`config.mk`:
```
export PLATFORM = sky130hd
export DESIGN_NAME = fp_mul_iter_flat
export DESIGN_NICKNAME = d
export VERILOG_FILES = /design/src/rtl/fp_mul_iter_if.sv /design/src/rtl/fp_mul_iter.sv /design/src/flat_wrapper.sv
export SDC_FILE = /design/constraint.sdc
export NUM_CORES = 1
export LEC_CHECK = 0
export CORE_ASPECT_RATIO = 1.1
export CORE_MARGIN = 2
export CORE_UTILIZATION = 54
export DETAILED_ROUTE_END_ITERATION = 16
export PLACE_DENSITY = 0.82
export SYNTH_ARGS = -nofsm -noshare
export SYNTH_HDL_FRONTEND = slang
export SYNTH_SLANG_ARGS = --single-unit
```
`constraint.sdc`:
```
create_clock -name clk -period 5.9 [get_ports clk]
set_input_delay 1.77 -clock clk [delete_from_list [all_inputs] [get_ports clk]]
set_output_delay 1.77 -clock clk [all_outputs]
set_load 0.02 [all_outputs]
```
`src/rtl/fp_mul_iter_if.sv`:
```
// Handshake and data bundle for the iterative floating-point multiplier.
// The slave modport is the multiplier side; the master modport is the producer/consumer side.
interface fp_mul_iter_if #(
    parameter int unsigned EXP_W = 8,
    parameter int unsigned MAN_W = 23
);
    localparam int unsigned W = 1 + EXP_W + MAN_W;

    logic         in_valid;
    logic         in_ready;
    logic [W-1:0] a;
    logic [W-1:0] b;
    logic         out_valid;
    logic         out_ready;
    logic [W-1:0] res;
    logic [3:0]   flags;
    logic         busy;

    modport slave (
        input  in_valid, a, b, out_ready,
        output in_ready, out_valid, res, flags, busy
    );

    modport master (
        output in_valid, a, b, out_ready,
        input  in_ready, out_valid, res, flags, busy
    );
endinterface

```
`src/rtl/fp_mul_iter.sv`:
```
// Iterative IEEE-754-style multiplier: one radix-2 Booth step per cycle on the significands,
// then a single normalise/round/special-case cycle. Subnormal operands are flushed to zero.
// Optional feature: define FP_MUL_ITER_RNE_EN for round-to-nearest-even; otherwise the
// discarded bits are truncated (round toward zero).
module fp_mul_iter #(
    parameter int unsigned EXP_W = 8,
    parameter int unsigned MAN_W = 23
) (
    input logic         clk,
    input logic         reset,
    fp_mul_iter_if.slave bus_io
);
    localparam int unsigned W    = 1 + EXP_W + MAN_W;
    localparam int unsigned SW   = MAN_W + 1;
    localparam int unsigned PW   = 2 * SW;
    localparam int unsigned EW   = EXP_W + 2;
    localparam int unsigned CW   = $clog2(SW + 1);
    localparam int unsigned BIAS = (1 << (EXP_W - 1)) - 1;
    localparam int unsigned EMAX = (1 << EXP_W) - 1;

    typedef enum logic [1:0] {StIdle, StMul, StNorm, StDone} state_e;

    state_e                state_q;
    logic                  sign_q;
    logic signed [EW-1:0]  exp_q;
    logic                  nan_q, inf_q, zero_q;
    logic [PW-1:0]         acc_q;
    logic [PW-1:0]         mcs_q;
    logic [SW-1:0]         mplr_q;
    logic                  bm1_q;
    logic [CW-1:0]         cnt_q;
    logic [W-1:0]          res_q;
    logic [3:0]            flags_q;

    // Operand decode
    logic [EXP_W-1:0] ea, eb;
    logic [MAN_W-1:0] fa, fb;
    logic             a_zero, b_zero, a_inf, b_inf, a_nan, b_nan;
    logic [EW-1:0]    exp_sum;

    // Decode the incoming operands into exponent sum and special-case classes
    always_comb begin
        ea      = bus_io.a[W-2 -: EXP_W];
        eb      = bus_io.b[W-2 -: EXP_W];
        fa      = bus_io.a[MAN_W-1:0];
        fb      = bus_io.b[MAN_W-1:0];
        a_zero  = (ea == '0);
        b_zero  = (eb == '0);
        a_inf   = (ea == '1) && (fa == '0);
        b_inf   = (eb == '1) && (fb == '0);
        a_nan   = (ea == '1) && (fa != '0);
        b_nan   = (eb == '1) && (fb != '0);
        exp_sum = {2'b00, ea} + {2'b00, eb} - EW'(BIAS);
    end

    // One Booth step: the multiplier bit pair selects add, subtract or hold of the
    // left-shifted multiplicand. The accumulator starts at A<<SW to undo the signed
    // interpretation of the always-set hidden bit, so it never goes negative.
    logic [PW-1:0] acc_step;
    always_comb begin
        acc_step = acc_q;
        case ({mplr_q[0], bm1_q})
            2'b01:   acc_step = acc_q + mcs_q;
            2'b10:   acc_step = acc_q - mcs_q;
            default: acc_step = acc_q;
        endcase
    end

    // Normalise, round and apply special cases to the finished product
    logic [PW-1:0]        norm;
    logic                 msb, guard, sticky, rnd_up, carry;
    logic [MAN_W-1:0]     frac;
    logic [MAN_W:0]       frac_rnd;
    logic signed [EW-1:0] e_fin;
    logic [W-1:0]         res_n;
    logic [3:0]           flags_n;
    always_comb begin
        msb    = acc_q[PW-1];
        norm   = msb ? acc_q : (acc_q << 1);
        frac   = norm[PW-2 -: MAN_W];
        guard  = norm[PW-2-MAN_W];
        sticky = |norm[PW-3-MAN_W:0];
`ifdef FP_MUL_ITER_RNE_EN
        rnd_up = guard & (sticky | frac[0]);
`else
        rnd_up = 1'b0;
`endif
        frac_rnd = {1'b0, frac} + {{MAN_W{1'b0}}, rnd_up};
        carry    = frac_rnd[MAN_W];
        e_fin    = exp_q + EW'(msb) + EW'(carry);
        res_n    = '0;
        flags_n  = '0;
        if (nan_q) begin
            // Canonical quiet NaN: positive, exponent all ones, fraction MSB only
            res_n[W-2 -: EXP_W+1] = '1;
            flags_n               = 4'b1000;
        end else if (inf_q) begin
            res_n[W-1]          = sign_q;
            res_n[W-2 -: EXP_W] = '1;
        end else if (zero_q) begin
            res_n[W-1] = sign_q;
        end else if ($signed(e_fin) >= $signed(EW'(EMAX))) begin
            res_n[W-1]          = sign_q;
            res_n[W-2 -: EXP_W] = '1;
            flags_n             = 4'b0101;
        end else if ($signed(e_fin) < $signed(EW'(1))) begin
            res_n[W-1] = sign_q;
            flags_n    = 4'b0011;
        end else begin
            res_n   = {sign_q, e_fin[EXP_W-1:0], frac_rnd[MAN_W-1:0]};
            flags_n = {3'b000, guard | sticky};
        end
    end

    // Control FSM and datapath registers
    always_ff @(posedge clk) begin
        if (reset) begin
            state_q <= StIdle;
            sign_q  <= 1'b0;
            exp_q   <= '0;
            nan_q   <= 1'b0;
            inf_q   <= 1'b0;
            zero_q  <= 1'b0;
            acc_q   <= '0;
            mcs_q   <= '0;
            mplr_q  <= '0;
            bm1_q   <= 1'b0;
            cnt_q   <= '0;
            res_q   <= '0;
            flags_q <= '0;
        end else begin
            unique case (state_q)
                StIdle: begin
                    if (bus_io.in_valid) begin
                        sign_q  <= bus_io.a[W-1] ^ bus_io.b[W-1];
                        exp_q   <= exp_sum;
                        nan_q   <= a_nan | b_nan | (a_zero & b_inf) | (a_inf & b_zero);
                        inf_q   <= a_inf | b_inf;
                        zero_q  <= a_zero | b_zero;
                        acc_q   <= {1'b1, fa, {SW{1'b0}}};
                        mcs_q   <= {{SW{1'b0}}, 1'b1, fa};
                        mplr_q  <= {1'b1, fb};
                        bm1_q   <= 1'b0;
                        cnt_q   <= '0;
                        state_q <= StMul;
                    end
                end
                StMul: begin
                    acc_q  <= acc_step;
                    mcs_q  <= mcs_q << 1;
                    mplr_q <= mplr_q >> 1;
                    bm1_q  <= mplr_q[0];
                    cnt_q  <= cnt_q + 1'b1;
                    if (cnt_q == CW'(SW - 1)) begin
                        state_q <= StNorm;
                    end
                end
                StNorm: begin
                    res_q   <= res_n;
                    flags_q <= flags_n;
                    state_q <= StDone;
                end
                StDone: begin
                    if (bus_io.out_ready) begin
                        state_q <= StIdle;
                    end
                end
                default: state_q <= StIdle;
            endcase
        end
    end

    assign bus_io.in_ready  = (state_q == StIdle);
    assign bus_io.out_valid = (state_q == StDone);
    assign bus_io.busy      = (state_q != StIdle);
    assign bus_io.res       = res_q;
    assign bus_io.flags     = flags_q;

endmodule

```
`src/flat_wrapper.sv`:
```
// flat-port wrapper written by rule: the top's interface ports become plain ports
module fp_mul_iter_flat 
#(
    parameter int unsigned EXP_W = 8,
    parameter int unsigned MAN_W = 23
)
  (clk, reset, bus_io_in_valid, bus_io_a, bus_io_b, bus_io_out_ready, bus_io_in_ready, bus_io_out_valid, bus_io_res, bus_io_flags, bus_io_busy);
  fp_mul_iter_if #(.EXP_W(EXP_W), .MAN_W(MAN_W)) bus_io_i ();
  input logic clk;
  input logic reset;
  input wire logic [$bits(bus_io_i.in_valid)-1:0] bus_io_in_valid;
  input wire logic [$bits(bus_io_i.a)-1:0] bus_io_a;
  input wire logic [$bits(bus_io_i.b)-1:0] bus_io_b;
  input wire logic [$bits(bus_io_i.out_ready)-1:0] bus_io_out_ready;
  output wire logic [$bits(bus_io_i.in_ready)-1:0] bus_io_in_ready;
  output wire logic [$bits(bus_io_i.out_valid)-1:0] bus_io_out_valid;
  output wire logic [$bits(bus_io_i.res)-1:0] bus_io_res;
  output wire logic [$bits(bus_io_i.flags)-1:0] bus_io_flags;
  output wire logic [$bits(bus_io_i.busy)-1:0] bus_io_busy;
  assign bus_io_i.in_valid = bus_io_in_valid;
  assign bus_io_i.a = bus_io_a;
  assign bus_io_i.b = bus_io_b;
  assign bus_io_i.out_ready = bus_io_out_ready;
  assign bus_io_in_ready = bus_io_i.in_ready;
  assign bus_io_out_valid = bus_io_i.out_valid;
  assign bus_io_res = bus_io_i.res;
  assign bus_io_flags = bus_io_i.flags;
  assign bus_io_busy = bus_io_i.busy;
  fp_mul_iter #(.EXP_W(EXP_W), .MAN_W(MAN_W)) u_core (.clk(clk), .reset(reset), .bus_io(bus_io_i));
endmodule
```
Yosys cells after proc, flatten, opt, wreduce, memory -nomap -nowiden
Cells that the tools add are included.
W data, S select, Z words.
{"block": "totals", "regBits": 178, "latchBits": 0, "ram_bits": 0, "rom_bits": 0, "in_bits": 68, "out_inout_bits": 39, "word_cells": 94, "mem_count": 0}
{"block": "op_classes", "n_addsub": 6, "n_mul": 0, "div": 0, "n_lt_le_gt_ge": 2, "n_eq_ne": 12, "shifts": 0, "n_mux": 34, "bitwise": 9, "reduce_logical": 18}
{"op": "$pmux W48 S2", "count": 3}
{"op": "$mux W31", "count": 6}
{"op": "$mux W48", "count": 2}
{"op": "$add A48 B48 Y48", "count": 1}
{"op": "$pmux W24 S2", "count": 1}
{"op": "$sub A48 B48 Y48", "count": 1}
{"op": "$mux W47", "count": 1}
{"op": "$logic_not A23 Y1", "count": 2}
{"op": "$mux W23", "count": 2}
{"op": "$reduce_bool A23 Y1", "count": 2}
{"op": "$mux W24", "count": 1}
{"op": "$reduce_or A23 Y1", "count": 1}
{"op": "$mux W22", "count": 1}
{"op": "$mux W9", "count": 2}
{"op": "$eq A8 B8 Y1 const B", "count": 2}
{"op": "$logic_not A8 Y1", "count": 2}
{"op": "$mux W4", "count": 4}
{"op": "$add A10 B1 Y10", "count": 1}
{"op": "$ge A10 B9 Y1 const B", "count": 1}
{"op": "$lt A10 B2 Y1 const B", "count": 1}
{"op": "$pmux W5 S2", "count": 1}
{"op": "$sub A10 B7 Y10 const B", "count": 1}
{"op": "$add A8 B8 Y9", "count": 1}
{"op": "$mux W2", "count": 4}
{"op": "20 further kinds", "count": 37}

Logic depth before layout (Yosys ltp)
Gate-level depths: netlist (run 1).
{"block": "logic_depth", "ltp_word": 11, "ltp_mapped": 19, "ltp_nobuf": 18}

Worst setup path after synthesis (run 1)
No wires, ideal clock.
{"block": "synth_path", "path_kind": "register to register", "startpoint": "register u_core.mcs_q[5]", "endpoint": "register u_core.acc_q[45]", "setup_time_ns": 0.130, "arrival_time_ns": 3.919, "required_time_ns": 5.770, "path_slack_ns": 1.851, "path_stages_with_launch": 19, "path_buffers": 1, "synth_period_minus_slack_ns": 4.049, "path_cell_list": "dfxtp_1 > nor3_1 > nand2_1 > nor4_2 > and3_1 > nand2_1 > o41ai_1 > o21ai_0 > xnor2_1 > ha_1 > clkbuf_1 > a21o_1 > a21o_1 > a211oi_1 > o31ai_2 > nor4_1 > or2_2 > xor2_1 > o22ai_1"}
{"block": "synth_via", "elab_chain_cells": 3, "elab_cells_between_ends": 4, "classes_between": "add/sub (2); mux (2)"}
{"item": "start: declaration", "line": "fp_mul_iter.sv:28", "source": "logic [PW-1:0] mcs_q;"}
{"item": "start signal: assignment", "line": "fp_mul_iter.sv:141", "source": "mcs_q <= {{SW{1'b0}}, 1'b1, fa};"}
{"item": "start signal: assignment", "line": "fp_mul_iter.sv:150", "source": "mcs_q <= mcs_q << 1;"}
{"item": "$sub A48 B48 Y48 / $add A48 B48 Y48 (equally long branches)", "line": "fp_mul_iter.sv:64, fp_mul_iter.sv:63"}
{"item": "$pmux W48 S2 *", "line": "fp_mul_iter.sv:62", "source": "case ({mplr_q[0], bm1_q})"}
{"item": "$pmux W48 S2 *", "line": "fp_mul_iter.sv:132", "source": "unique case (state_q)"}
{"item": "end signal: assignment", "line": "fp_mul_iter.sv:140", "source": "acc_q <= {1'b1, fa, {SW{1'b0}}};"}
{"item": "end signal: assignment", "line": "fp_mul_iter.sv:149", "source": "acc_q <= acc_step;"}
{"item": "end: declaration", "line": "fp_mul_iter.sv:27", "source": "logic [PW-1:0] acc_q;"}
Every way passes the cells marked *; elsewhere a longest branch is shown, timed or not.
A chain may end at the register's enable or synchronous reset.

Worst setup path in the final report (run 1)
{"block": "layout_path", "startpoint": "register u_core.mcs_q[5]", "endpoint": "register u_core.acc_q[46]"}
Same word-level chain as after synthesis.

==> summary by stage, run 1 <==
Outcome
The flow ran to the end, and the final reports show no timing, DRC or antenna violations.

Layout
The total inserted antenna cells is 0. The fraction of layout instances using a drive strength above 1 is 6.15%. The library cells used most frequently in the layout, excluding fill and tap cells, are sky130_fd_sc_hd__nor2_1 (204), sky130_fd_sc_hd__dfxtp_1 (178), sky130_fd_sc_hd__a21oi_1 (119). The count of cells in the finished layout, fillers not included, comes to 1819. Leaving out fill and tap cells, the most frequent cell in the layout is sky130_fd_sc_hd__nor2_1. The layout overhead on the synthesized area is 15.2%. The number of nets in the layout is 1651.

The share of the core filled with cells is 63.4%.

Logic synthesis
Synthesis handed over a netlist of 1478 instances. The proportion of synthesized chip area in sequential cells is 30.3%. For this run, asynchronously set or reset flops after synthesis account for 0%. The number of nets in the synthesized netlist is 1613.

The post-synthesis cell type count is 72. The number of synthesized flops with an enable pin is 0. The yosys synthesis warning count is 0. Summing every instance area after synthesis gives 11800 um2. Each instance of the synthesized netlist takes up on average 7.96 um2.

The flip-flop and latch count after synthesis is 178. The predominant post-synthesis flop cell is sky130_fd_sc_hd__dfxtp_1.

Worst setup path
The largest individual stage delay along the critical path comes from the cell sky130_fd_sc_hd__nor4_2. The biggest fanout along the worst timing path is 8. STA classifies the critical path startpoint as a register. The data required time at the worst endpoint is 6.22 ns. The worst setup path is of the reg2reg kind.

The category of the worst setup path capture point is a register. The data arrival time of the critical path is 5.32 ns. The cell family contributing the most delay on the critical path is compound AO/OA/AOI/OAI gates. The critical path goes through nor3_1 > nand2_1 > nor4_2 > and3_1 > nand2_1 > o41ai_1 > xor2_1 > ha_1 > nand2_1 > nor2_1 > nand4b_1 > a21oi_1 > o211a_1 > nor2_1 > o21ai_1 > a41oi_1 > xor2_1 > a2111oi_0. The maximum single-stage delay on the critical path is 0.56 ns. The critical path contains buffers and inverters numbering 0 combined.

The library cell appearing most often on the critical path is sky130_fd_sc_hd__nand2_1.

Floorplan
The die covers 23000 um2. The effective utilization at floorplan is 55.0%. The die span in y is 159 um. The area of the placeable core is 21400 um2.

For this design the top-level I/O count stands at 107. The initialized floorplan defines 56 standard-cell rows. From left edge to right edge, the die measures 145 um.

Placed design
The number of input and output port buffers inserted is 106. The number of placed instances with taps included is 1787. The last weighted congestion value of the routability-driven placer is 0.999. The placed wire-length estimate after detailed placement is 25300 um.

Min path
The class of the most critical hold timing path is reg2reg.

Power
The leakage power is 0.00535 uW. Overall power consumption after layout is estimated at 8070 uW. IR analysis of the VDD net gives a maximum drop of 0.000298 V. The power density over cell area is 596 nW/um2.

Global route
The via count of the first global-routing pass is 10900. The global-route wire length before repair is 56000 um. Entering global routing, the biggest net connects 94 pins. The number of antenna violations at the first check in global routing is 1. In the global route stage, overall resource usage came out at 30.4%. The total overflow left after global routing is 0.

STA
The number of hold-slack violations in the final timing report is 0. The final setup TNS is 0 ns. The maximum achievable frequency is 200 MHz.

The max-slew headroom at the worst pin is 21.1%. The final number of max-transition violations is 0. The shortest period the worst path allows is 5.00 ns. The clock skew after layout is 0.0142 ns. The final count of negative-setup-slack endpoints is 0. For the pin with the worst max-slew slack, the measured transition is 1.18 ns. The final clock period utilization by the worst path is 84.8%. Setup repair after global routing left no endpoint under its margin.

CTS
Post-CTS timing repair inserted 0 buffers for setup. The clock latency on the worst-skew pair is 0.44 ns. For this design, the sink count on the clock tree is 178. Clock tree synthesis selected as its root buffer the cell sky130_fd_sc_hd__clkbuf_16. The number of resized instances in the post-cts repair step is 0. TritonCTS built the clock tree.

Clock-pin slew was measured on the worst setup and hold paths at 0.07 ns. In this run the number of H-tree levels came out at 4. The number of buffers between clock root and the deepest sink is 2. The count of hold-fix buffers inserted at cts is 0. Clock tree synthesis inserted a total of 17 buffers.

Drt
Dividing the detail-routed wire length by the instance count gives 19.2 um. The violation count after the first detailed-route iteration is 1081. The overall via count from detail_route is 11600. The number of remaining DRC errors is 0. The count of TritonRoute iterations in the first routing pass is 6. After detailed routing, the number of vias per cell comes to 6.36.

The final layout contains routed wiring with a total length of 35000 um. The remaining number of nets flagged by the antenna check after routing is 0.

Run
The tool flagged a number of max-cap violations equal to 0.
[synth_stat cells, types with 29 or more instances]
cell type / number / share of area, %
sky130_fd_sc_hd__nor3_1: 34 / 1.4
sky130_fd_sc_hd__xor2_1: 52 / 3.9
sky130_fd_sc_hd__nand2_1: 91 / 2.9
sky130_fd_sc_hd__ha_1: 65 / 6.9
sky130_fd_sc_hd__mux2i_1: 37 / 3.1
sky130_fd_sc_hd__a22oi_1: 68 / 4.3
sky130_fd_sc_hd__o21ai_0: 70 / 3.0
sky130_fd_sc_hd__xnor2_1: 59 / 4.4
sky130_fd_sc_hd__nand3_1: 29 / 1.2
sky130_fd_sc_hd__dfxtp_1: 178 / 30
sky130_fd_sc_hd__a211oi_1: 63 / 4.0
sky130_fd_sc_hd__nor2_1: 204 / 6.5
sky130_fd_sc_hd__a21oi_1: 120 / 5.1
sky130_fd_sc_hd__clkbuf_1: 85 / 2.7
[worst min-delay path, cell delays in order (launching register included)]
cell	delay, ns
sky130_fd_sc_hd__dfxtp_1	0.33
sky130_fd_sc_hd__nand2_1	0.06
sky130_fd_sc_hd__a21oi_1	0.05
[through the flow]
stage                     setup slack [ns]  hold WS [ns]  area, um2
after global placement                1.08         0.460      12900
after detailed placement              1.02         0.463      12900
after CTS                            0.960         0.482      13500
after floorplan                       1.85         0.445      11800
after global routing                 0.441         0.500      13500
final                                0.900         0.484      13500
[power by group]
part	total (uW)	leakage (uW)	switching, uW	internal, uW
Sequential	1930	0.00145	389	1540
Clock	1250	0.000313	526	728
Combinational	4880	0.00358	3010	1870
[final cells by class]
class                           count  area, um2
Fill cell                        1871       7820
Timing Repair Buffer              120       1160
Tap cell                          290        363
Inverter                           25       93.8
Multi-Input combinational cell   1174       7720
Clock inverter                     14        201
Sequential cell                   178       3560
Clock buffer                       18        439
[metal layers]
metal / wire length, um / vias up / GRT usage (%) / share of wire [%]
met5: 0 / - / 0 / 0
met4: 1660 / 0 / 15.0 / 4.8
met3: 2620 / 111 / 5.82 / 7.5
met2: 16000 / 491 / 47.9 / 46
met1: 14700 / 5478 / 39.7 / 42
li1: - / 5494 / - / -
[flip-flops by register name, indices dropped and copies added, names as in the netlist]
signal               cells
u_core.mcs_q            48
u_core.mplr_q           24
u_core.inf_q             1
u_core.sign_q            1
u_core.exp_q            10
u_core.bm1_q             1
u_core.zero_q            1
u_core.acc_q            48
u_core.bus_io.flags      4
u_core.nan_q             1
u_core.bus_io.res       32
u_core.cnt_q             5
u_core.state_q           2
[path summary, 6_finish.rpt]
kind                                              startpoint                             to  slack, ns  cells past startpoint
worst max-delay path            u_core.mcs_q[5]$_SDFFE_PP0P_  u_core.acc_q[46]$_SDFFE_PP0P_       0.90                     18
worst min-delay path            u_core.acc_q[3]$_SDFFE_PP0P_   u_core.acc_q[3]$_SDFFE_PP0P_       0.48                      2
worst max register to register  u_core.mcs_q[5]$_SDFFE_PP0P_  u_core.acc_q[46]$_SDFFE_PP0P_       0.90                     18
worst min register to register  u_core.acc_q[3]$_SDFFE_PP0P_   u_core.acc_q[3]$_SDFFE_PP0P_       0.48                      2
[cells by family after synthesis]
kind of cell | synth area share [%]
AOI/OAI and AO/OA | 24.3
muxes | 5.26
adders and majority gates | 7.26
and+or+nand+nor | 20.1
xor gates and xnor gates | 8.41
DFF | 30.3
buffers and inverters | 4.37
No activity file was read; power rests on OpenSTA's default activity.
==> run 2: changes to the inputs <==
==> constraint.sdc (replaced) <==
create_clock -name clk -period 5.2 [get_ports clk]
set_input_delay 1.56 -clock clk [delete_from_list [all_inputs] [get_ports clk]]
set_output_delay 1.56 -clock clk [all_outputs]
set_load 0.02 [all_outputs]
==> run 2 against run 1 <==
Net effect:
- sequential share of layout area is essentially flat
- register-to-register slack lost 0.44 ns
- via count shrank 1.8%
- fmax grew 5.4%
- critical path depth grew 1
- critical path type unchanged
==> summary by stage, run 2 (synthesis gave the netlist of run 1 again) <==
Floorplan
The effective utilization at floorplan is 55.0% (unchanged). The number of I/O pins is 107 (unchanged). The area enclosed by the die boundary is 23000 um2 (unchanged). The number of rows in the core area is 56 (unchanged). The die span in y is 159 um (unchanged). The area of the placeable core is 21400 um2 (unchanged). The die extent in x is 145 um (unchanged).

Global route
The global-route wire length before repair is 55900 um (-0.19%). The leftover overflow at the end of global routing is 0 (unchanged). The overall fraction of global-route tracks in use is 30.3% (-0.10 points).

The via count of the first global-routing pass was 10700 (-1.7%). The pin count of the biggest net entering global routing came to 94 (unchanged). The number of antenna violations at the first check in global routing is 1 (unchanged).

Placed design
The placed wire-length estimate after detailed placement is 25800 um (+1.8%). The instance area at placement came to 13000 um2 (+0.35%). The number of input and output port buffers inserted is 106 (unchanged). The last weighted congestion value of the routability-driven placer is 1.01 (+0.93%).

CTS
The depth of the CTS H-tree was 4 (unchanged). The CTS buffer count was 17 (unchanged). The total clock sinks is 178 (unchanged).

The number of buffers between clock root and the deepest sink is 2 (unchanged). Clock tree synthesis selected as its root buffer the cell sky130_fd_sc_hd__clkbuf_16. The clock latency on the worst-skew pair came to 0.44 ns (about the same). The CTS tree is built.

The clock input transition at the sequential cells of the worst setup and hold paths is 0.07 ns (about the same).

Drt
The violation count after the first detailed-route iteration was 1072 (-0.83%). The wire length the detailed router placed on met1 came to 15400 um (+4.8%). The amount of wire on met2 after detailed routing is 16200 um (+1.1%). The final wirelength was 35300 um (+0.84%). The highest layer touched by signal routing is met4. The number of remaining DRC errors is 0 (unchanged). The ratio of routed vias to standard cells is 6.23 (-2.1%). The remaining number of nets flagged by the antenna check after routing is 0 (unchanged).

The met3 layer wire length in the routed design is 2410 um (-8.1%). The overall via count from detail_route is 11400 (-1.8%). The count of TritonRoute iterations in the first routing pass is 7 (+1). The final routed wire length divided by cell count is 19.3 um (+0.56%).

Run
The total of max-cap violations is 0 (unchanged).

Power
The sequential power share came to 24.1% (about the same). The leakage power came to 0.00535 uW (about the same). The total power after layout is 9110 uW (+13%).

The net switching fraction of the power came to 49.2% (+0.53 points). The combinational fraction of design power is 61.5% (+1.0 points). The worst ir drop on vdd is 0.000381 V (+28%).

The internal cell power was 4630 uW (+12%). The power density over cell area is 673 nW/um2 (+13%). The power spent charging and discharging nets is 4490 uW (+14%). The proportion of power drawn by the clock network is 14.5% (-1.0 points).

Worst setup path
The cell family contributing the most delay on the critical path is compound AO/OA/AOI/OAI gates. The startpoint class of the critical path is a register. The endpoint identified for the worst register-to-register timing path is u_core.acc_q[45]$_SDFFE_PP0P_. The data required time at the worst endpoint is 5.51 ns (-0.71 ns). In this run the critical register-to-register path is launched from u_core.mcs_q[5]$_SDFFE_PP0P_.

The number of buffer and inverter instances along the worst setup path came to 1 (+1). The category of the worst setup path capture point is a register. The cell depth of the worst flop-to-flop path is 19 (+1). The maximum single-stage delay on the critical path is 0.42 ns (-0.14 ns).

The data arrival time of the critical path is 5.05 ns (-0.27 ns). The biggest fanout along the worst timing path was 9 (+1). The signal on the critical path passes through nor3_1 > nand2_1 > nor4_2 > buf_4 > and3_1 > nand2_1 > o21ai_0 > xor2_1 > ha_1 > a21oi_1 > o221ai_1 > a31oi_1 > o21ai_0 > a21oi_1 > o31ai_2 > nor4_1 > or2_2 > xor2_1 > o22ai_1. The critical path in this run is classified as reg2reg. The flop-to-flop setup slack is 0.46 ns (-0.44 ns). The cell with the largest stage delay on the worst path is sky130_fd_sc_hd__a21oi_1.

Layout
The library cell used most frequently in the layout, excluding fill and tap cells, is sky130_fd_sc_hd__nor2_1. The layout overhead on the synthesized area is 15.1% (about the same). The share of the core filled with cells is 63.3% (about the same). In the layout the commonest cells are sky130_fd_sc_hd__nor2_1 (204), sky130_fd_sc_hd__dfxtp_1 (178), sky130_fd_sc_hd__a21oi_1 (119). The total inserted antenna cells was 0 (unchanged).

The post-route cell area is 13500 um2 (about the same). The fraction of layout instances using a drive strength above 1 is 6.45% (+0.31 points). The number of nets in the layout is 1657 (+0.36%).

STA
The final setup TNS was 0 ns (unchanged). The shortest period the worst path allows is 4.74 ns (-0.258 ns). The final worst hold slack is 0.476 ns (-0.00807 ns).

The clock skew after layout came to 0.00833 ns (-0.00590 ns). The final count of negative-setup-slack endpoints came to 0 (unchanged). The number of hold-slack violations in the final timing report is 0 (unchanged).

Setup repair after global routing left no endpoint under its margin. The final number of max-transition violations came to 0 (unchanged). The transition time of the tightest slew-check pin was 1.16 ns (-0.0227 ns). The maximum achievable frequency came to 211 MHz (+5.4%). The max-slew headroom at the worst pin is 22.8% (+1.7 points). The final clock period utilization by the worst path is 91.2% (+6.5 points).

Min path
The cell count of the worst hold path is 2 (unchanged). The capture endpoint of the worst hold path is u_core.bus_io.res[30]$_SDFFE_PP0P_. In this run the most critical hold path is launched from u_core.bus_io.res[30]$_SDFFE_PP0P_. The class of the most critical hold timing path is reg2reg.

Outcome
The flow ran to the end, and the final reports show no timing, DRC or antenna violations.
==> run 2: cell types whose count changed in the layout (fill, tap and decap cells not counted) <==
| cell | before | now |
|---|---|---|
| sky130_fd_sc_hd__buf_4 | 15 | 21 |
| sky130_fd_sc_hd__bufinv_16 | 4 | 2 |
| sky130_fd_sc_hd__inv_6 | 3 | 5 |
| sky130_fd_sc_hd__clkbuf_1 | 0 | 1 |
| sky130_fd_sc_hd__clkbuf_8 | 1 | 0 |
| sky130_fd_sc_hd__clkinv_4 | 3 | 2 |
| sky130_fd_sc_hd__o41ai_1 | 6 | 5 |
| sky130_fd_sc_hd__o41ai_2 | 0 | 1 |
==> run 2: repair_timing <==
action,4_1_cts,5_1_grt
endpoints found under the hold margin,0,0
endpoints found under the setup margin,0,1
buffers inserted,0,0
resized for setup,0,1
hold buffers,0,0
==> run 2: cell type report <==
class / count / area [um2]
sequential: 178 / 3560
timing repair buffer: 126 / 1210
multi-input combinational: 1174 / 7730
tap: 290 / 363
clock buffer: 18 / 429
clock inverter: 13 / 150
fill: 1852 / 7830
inverter: 25 / 93.8
==> run 2: worst register-to-register path, cell delays in order (launching register included) <==
cell                       delay, ns
sky130_fd_sc_hd__dfxtp_1        0.37
sky130_fd_sc_hd__nor3_1         0.32
sky130_fd_sc_hd__nand2_1        0.16
sky130_fd_sc_hd__nor4_2         0.29
sky130_fd_sc_hd__buf_4          0.22
sky130_fd_sc_hd__and3_1         0.23
sky130_fd_sc_hd__nand2_1        0.11
sky130_fd_sc_hd__o21ai_0        0.22
sky130_fd_sc_hd__xor2_1         0.18
sky130_fd_sc_hd__ha_1           0.36
sky130_fd_sc_hd__a21oi_1        0.30
sky130_fd_sc_hd__o221ai_1       0.18
sky130_fd_sc_hd__a31oi_1        0.19
sky130_fd_sc_hd__o21ai_0        0.10
sky130_fd_sc_hd__a21oi_1        0.42
sky130_fd_sc_hd__o31ai_2        0.22
sky130_fd_sc_hd__nor4_1         0.33
sky130_fd_sc_hd__or2_2          0.18
sky130_fd_sc_hd__xor2_1         0.15
sky130_fd_sc_hd__o22ai_1        0.10
==> run 2: power groups by stage <==
stage          clock network, uW  logic (uW)  registers, uW
3_5_place_dp                   0        5470           2200
2_1_floorplan                  0        4120           2080
5_1_grt                     1380        6090           2240
6_report                    1320        5600           2190
4_1_cts                     1320        5510           2170
3_3_place_gp                   0        5440           2180
==> run 2: through the flow <==
| stage | setup WS [ns] | instances |
|---|---|---|
| after global placement | 0.586 | 1793 |
| after CTS | 0.393 | 1824 |
| after detailed placement | 0.398 | 1793 |
| final | 0.458 | 1824 |
| after floorplan | 1.15 | 1478 |
| after global routing | 0.141 | 1824 |
==> run 2: routing by layer <==
| layer | vias to the layer above | GRT usage [%] |
|---|---|---|
| li1 | 5479 | - |
| met1 | 5368 | 40.7 |
| met2 | 441 | 48.1 |
| met3 | 77 | 5.64 |
| met4 | 0 | 11.4 |
| met5 | - | 0 |
==> run 2: worst max-delay path by stage <==
stage | depth (start not counted) | slack [ns] | to | from
2_1_floorplan | 18 | 1.15 | u_core.acc_q[45]$_SDFFE_PP0P_ | u_core.mcs_q[5]$_SDFFE_PP0P_
4_1_cts | 19 | 0.39 | u_core.acc_q[46]$_SDFFE_PP0P_ | u_core.mcs_q[5]$_SDFFE_PP0P_
3_5_place_dp | 19 | 0.40 | u_core.acc_q[46]$_SDFFE_PP0P_ | u_core.mcs_q[5]$_SDFFE_PP0P_
6_report | 19 | 0.46 | u_core.acc_q[45]$_SDFFE_PP0P_ | u_core.mcs_q[5]$_SDFFE_PP0P_
3_3_place_gp | 19 | 0.59 | u_core.acc_q[45]$_SDFFE_PP0P_ | u_core.mcs_q[5]$_SDFFE_PP0P_
5_1_grt | 19 | 0.14 | u_core.acc_q[46]$_SDFFE_PP0P_ | u_core.mcs_q[5]$_SDFFE_PP0P_
